### src/rtl/vgatiming.sv
// VGA 640x480@60 timing generator for SE-VGA: pixel/line counters plus registered
// sync, blank, SE-window and line/frame markers, all aligned to the counters they describe.
module vgatiming #(
  parameter int H_VIS      = 640,
  parameter int H_FP       = 16,
  parameter int H_SYNC     = 96,
  parameter int H_BP       = 48,
  parameter int V_VIS      = 480,
  parameter int V_FP       = 10,
  parameter int V_SYNC     = 2,
  parameter int V_BP       = 33,
  parameter int SE_H_START = 8,
  parameter int SE_V_START = 0
) (
  input  logic       pixClock,
  input  logic       nReset,
  output logic [9:0] hCount,
  output logic [9:0] vCount,
  output logic       hSEActive,
  output logic       vSEActive,
  output logic       nhSync,
  output logic       nvSync,
  output logic       vgaBlank,
  output logic       lineStart,
  output logic       frameStart
);

  localparam int H_TOTAL = H_VIS + H_FP + H_SYNC + H_BP;
  localparam int V_TOTAL = V_VIS + V_FP + V_SYNC + V_BP;

  localparam logic [9:0]  H_LAST   = 10'(H_TOTAL - 1);
  localparam logic [9:0]  V_LAST   = 10'(V_TOTAL - 1);
  localparam logic [9:0]  H_VIS_L  = 10'(H_VIS);
  localparam logic [9:0]  V_VIS_L  = 10'(V_VIS);
  localparam logic [9:0]  HS_BEG   = 10'(H_VIS + H_FP);
  localparam logic [9:0]  HS_END   = 10'(H_VIS + H_FP + H_SYNC);
  localparam logic [9:0]  VS_BEG   = 10'(V_VIS + V_FP);
  localparam logic [9:0]  VS_END   = 10'(V_VIS + V_FP + V_SYNC);
  localparam logic [10:0] SE_H_BEG = 11'(SE_H_START);
  localparam logic [10:0] SE_V_BEG = 11'(SE_V_START);

  logic [9:0]  r_h;
  logic [9:0]  r_v;
  logic        r_hse;
  logic        r_vse;
  logic        r_nhs;
  logic        r_nvs;
  logic        r_blank;
  logic        r_ls;
  logic        r_fs;

  logic        w_h_wrap;
  logic [9:0]  w_h_next;
  logic [9:0]  w_v_next;
  logic [10:0] w_h_off;
  logic [10:0] w_v_off;
  logic        w_hse;
  logic        w_vse;
  logic        w_nhs;
  logic        w_nvs;
  logic        w_blank;
  logic        w_ls;
  logic        w_fs;

  // Next-state counters fold in reset so the flags below always describe the
  // exact counter values loaded on the same edge.
  always_comb begin
    w_h_wrap = (r_h == H_LAST);
    w_h_next = w_h_wrap ? 10'd0 : r_h + 10'd1;
    w_v_next = r_v;
    if (w_h_wrap) begin
      w_v_next = (r_v == V_LAST) ? 10'd0 : r_v + 10'd1;
    end
    if (!nReset) begin
      w_h_next = 10'd0;
      w_v_next = 10'd0;
    end
  end

  // Window tests via an 11-bit offset: the borrow bit means "before the window".
  always_comb begin
    w_h_off = {1'b0, w_h_next} - SE_H_BEG;
    w_v_off = {1'b0, w_v_next} - SE_V_BEG;
    w_hse   = !w_h_off[10] && (w_h_off[9:0] < 10'd512);
    w_vse   = !w_v_off[10] && (w_v_off[9:0] < 10'd342);
    w_nhs   = !((w_h_next >= HS_BEG) && (w_h_next < HS_END));
    w_nvs   = !((w_v_next >= VS_BEG) && (w_v_next < VS_END));
    w_blank = (w_h_next >= H_VIS_L) || (w_v_next >= V_VIS_L);
    w_ls    = (w_h_next == 10'd0);
    w_fs    = (w_h_next == 10'd0) && (w_v_next == 10'd0);
  end

  always_ff @(posedge pixClock) begin
    if (!nReset) begin
      r_h <= 10'd0;
      r_v <= 10'd0;
    end else begin
      r_h <= w_h_next;
      r_v <= w_v_next;
    end
    r_hse   <= w_hse;
    r_vse   <= w_vse;
    r_nhs   <= w_nhs;
    r_nvs   <= w_nvs;
    r_blank <= w_blank;
    r_ls    <= w_ls;
    r_fs    <= w_fs;
  end

  assign hCount     = r_h;
  assign vCount     = r_v;
  assign hSEActive  = r_hse;
  assign vSEActive  = r_vse;
  assign nhSync     = r_nhs;
  assign nvSync     = r_nvs;
  assign vgaBlank   = r_blank;
  assign lineStart  = r_ls;
  assign frameStart = r_fs;

endmodule

### config.mk
export PLATFORM = sky130hd
export DESIGN_NAME = vgatiming
export DESIGN_NICKNAME = d
export VERILOG_FILES = /design/src/rtl/vgatiming.sv
export SDC_FILE = /design/constraint.sdc
export NUM_CORES = 1
export LEC_CHECK = 0
export CAP_MARGIN = 20
export CORE_MARGIN = 4
export CORE_UTILIZATION = 40
export CTS_CLUSTER_DIAMETER = 120
export DETAILED_ROUTE_END_ITERATION = 6
export DONT_BUFFER_PORTS = 1
export PLACE_DENSITY = 0.56
export SYNTH_ARGS = -nofsm -noshare
export SYNTH_HDL_FRONTEND = slang
export SYNTH_SLANG_ARGS = --single-unit
### constraint.sdc
create_clock -name pixClock -period 4.1 [get_ports pixClock]
set_clock_uncertainty 0.15 [all_clocks]
set_input_delay 0 -clock pixClock [delete_from_list [all_inputs] [get_ports pixClock]]
set_output_delay 0 -clock pixClock [all_outputs]
set_load 0.02 [all_outputs]
==> results.json <==
{
  "outcome": "complete, no violations",
  "p_leak_nw": 0.5358,
  "min_path_type": "input port to register",
  "dieArea_um2": 5217,
  "slew_headroom_pct": 55.89,
  "post_cts_resized": 0,
  "cts_buffers": 3,
  "grt_pass1_vias": 1440,
  "finalMaxSlewViolations": 0,
  "rsz0062_at_grt": "false",
  "postRouteWirelength_mm": 4.342,
  "finalHoldViolCount": 0,
  "cp_slowest_cell": "nor3_2",
  "overflow": 0,
  "synth_xor_area_share_pct": 6.368,
  "drive_above_1_share_pct": 7.426,
  "h-tree-depth": 1,
  "ys_seq_area_share_pct": 32.75,
  "arrival_ns": 3.08,
  "worst-path-buf-inv": 0,
  "dp_hpwl_mm": 3.095,
  "crit_type": "register to register",
  "timing.setup.tns_ns": 0,
  "syn_to_final_growth_pct": 3.412,
  "final_cell_area_um2": 1707,
  "cts_hold_buf": 1,
  "synth_area_um2": 1650,
  "synthCells": 210,
  "dpl_cell_area_um2": 1648,
  "gp_congestion": 0.9101,
  "post-route-period-util_pct": 74.41,
  "fin_crit_ns": 3.051,
  "globalRouteTotalUtil_pct": 17.20,
  "grt_pass1_wl_mm": 7.210,
  "drtIter0Drc": 191,
  "antenna_found_initial": 0,
  "crit_chain": "ha_1 -> nand4_1 -> nor3_2 -> a21oi_1 -> nor2_1 -> nor3_1 -> a211o_1",
  "setup_viol": 0,
  "synth_warnings": 0,
  "drtPass1Iterations": 5,
  "yosys.area_share.simple_pct": 35.56,
  "drcViolationCount": 0,
  "cp-end-kind": "register",
  "tightest_slew_ns": 0.6580,
  "clk_latency_ns": 0.28,
  "coreArea_um2": 4000,
  "grt_max_degree": 17,
  "post_cts_buffers": 0,
  "vias": 1520,
  "portBuffers": 0,
  "ys_types": 45,
  "rrSetupSlack_ns": 1.05,
  "pin_count": 29,
  "synth_compound_area_share_pct": 17.06,
  "maxCapViolCount": 0,
  "ir_drop_uv": 148.7,
  "cp.required_ns": 4.12,
  "synth_seq_cells": 27,
  "fmax_ghz": 0.3278,
  "ant_nets": 0,
  "nets": 208,
  "clock_sinks": 27,
  "wire_per_inst_um": 17.23,
  "cts_tree": "yes",
  "cp_max_fo": 11,
  "crit_family": "simple AND/OR/NAND/NOR gates",
  "max_stage_delay_ns": 0.67,
  "synth.avg_cell_area_um2": 7.859,
  "fillers": 389,
  "power.density_nw_per_um2": 284.8,
  "crit_path_start_kind": "register",
  "die_width_um": 72.23,
  "die_h_um": 72.23,
  "n_antenna_cell": 0,
  "root_buffer": "clkbuf_8",
  "final_cell_mix": "nor2_1 (27), dfxtp_1 (27), nand2_1 (20)",
  "synth_adder_area_share_pct": 2.274,
  "synth.mux.area_fraction_pct": 0,
  "cts.clk_slew.worst_paths_ns": 0.10,
  "viasPerCell": 6.032,
  "syn_nets": 215,
  "synth_top_family_by_area": "simple AND/OR/NAND/NOR gates",
  "clockBufferDepth": 2,
  "rows": 23,
  "initial_utilization_pct": 41.26
}
## layer usage
layer / part of all wire [%] / track usage (%) / vias to the layer above
li1: - / - / 749
met1: 47 / 23.81 / 709
met2: 45 / 26.29 / 54
met3: 6.2 / 4.294 / 8
met4: 1.6 / 5.219 / 0
met5: 0 / 0 / -
## logic make-up (layout without fill, tap and decap cells)
| group | after synthesis | after routing |
|---|---|---|
| xor gates and xnor gates | 12 | 12 |
| buffers and inverters | 22 | 14 |
| adders and majority gates | 3 | 3 |
| DFF | 27 | 27 |
| AOI/OAI and AO/OA | 43 | 43 |
| and+or+nand+nor | 103 | 103 |
## power breakdown
group / switching, mW / internal, mW / total [mW]
logic: 0.0212 / 0.0125 / 0.0337
clock network: 0.0899 / 0.0691 / 0.159
registers: 0.0227 / 0.271 / 0.293
total: 0.134 / 0.352 / 0.486
## tightest hold or removal path: cells and delay by family
kind             cells  cell delay (ns)
AND/OR/NAND/NOR      1             0.05
AO/OA/AOI/OAI        3             0.36
## path summary, 6_finish.rpt
check	startpoint	to	depth (start not counted)
max	hCount[0]	vgaBlank	7
min	nReset	nhSync	4
max reg2reg	hCount[0]	vgaBlank	7
min reg2reg	hCount[0]	hCount[0]	1
## cells in the mapped netlist (all sizes together)
| library cell | count | area share, % |
|---|---|---|
| o41ai | 1 | 0.53 |
| nor4b | 2 | 1.4 |
| inv | 9 | 2.0 |
| nand2 | 20 | 4.5 |
| a311oi | 1 | 0.53 |
| xnor2 | 6 | 3.2 |
| and2 | 2 | 0.76 |
| a21oi | 15 | 4.5 |
| nand4 | 8 | 3.0 |
| a41oi | 1 | 0.53 |
| nand2b | 1 | 0.38 |
| o2111ai | 2 | 1.1 |
| o31ai | 3 | 2.2 |
| o22ai | 3 | 1.1 |
| buf | 8 | 2.8 |
| or4b | 1 | 0.83 |
| a211oi | 1 | 0.46 |
| o211ai | 2 | 0.91 |
| nor3b | 3 | 2.0 |
| xor2 | 6 | 3.2 |
| o21a | 1 | 0.46 |
| o21ai | 8 | 2.4 |
| and4 | 1 | 0.53 |
| nor4 | 10 | 6.4 |
| or3 | 2 | 0.76 |
| nor3 | 13 | 4.2 |
| and3 | 3 | 1.1 |
| a32oi | 1 | 0.53 |
| nor2 | 27 | 6.1 |
| a21boi | 1 | 0.46 |
| ha | 3 | 2.3 |
| or4 | 1 | 0.68 |
| dfxtp | 27 | 33 |
| nand3 | 9 | 2.7 |
| a211o | 1 | 0.53 |
| clkbuf | 5 | 1.1 |
| a31oi | 2 | 0.76 |
## stage by stage
step | hold slack, ns | setup WS, ns | power [mW] | instances | utilization, %
global placement | -0.04658 | 1.227 | 0.3294 | 247 | 41.19
CTS | 0.03337 | 1.137 | 0.4890 | 252 | 42.67
finish | 0.02703 | 1.049 | 0.4860 | 252 | 42.67
global route | 0.09482 | 0.8591 | 0.5074 | 252 | 42.67
floorplan | -0.003930 | 1.711 | 0.3219 | 210 | -
detailed placement | -0.04365 | 1.149 | 0.3297 | 247 | 41.19
## layout make-up
| class | instances | area [um^2] | area share, % |
|---|---|---|---|
| clock inverter | 1 | 7.507 | 0.4399 |
| inverter | 9 | 33.78 | 1.979 |
| timing repair buffer | 1 | 10.01 | 0.5865 |
| multi-input combinational | 161 | 1011 | 59.24 |
| tap | 50 | 62.56 | 3.666 |
| sequential | 27 | 540.5 | 31.67 |
| clock buffer | 3 | 41.29 | 2.419 |
Note: power is estimated with default switching activity, not from simulation.
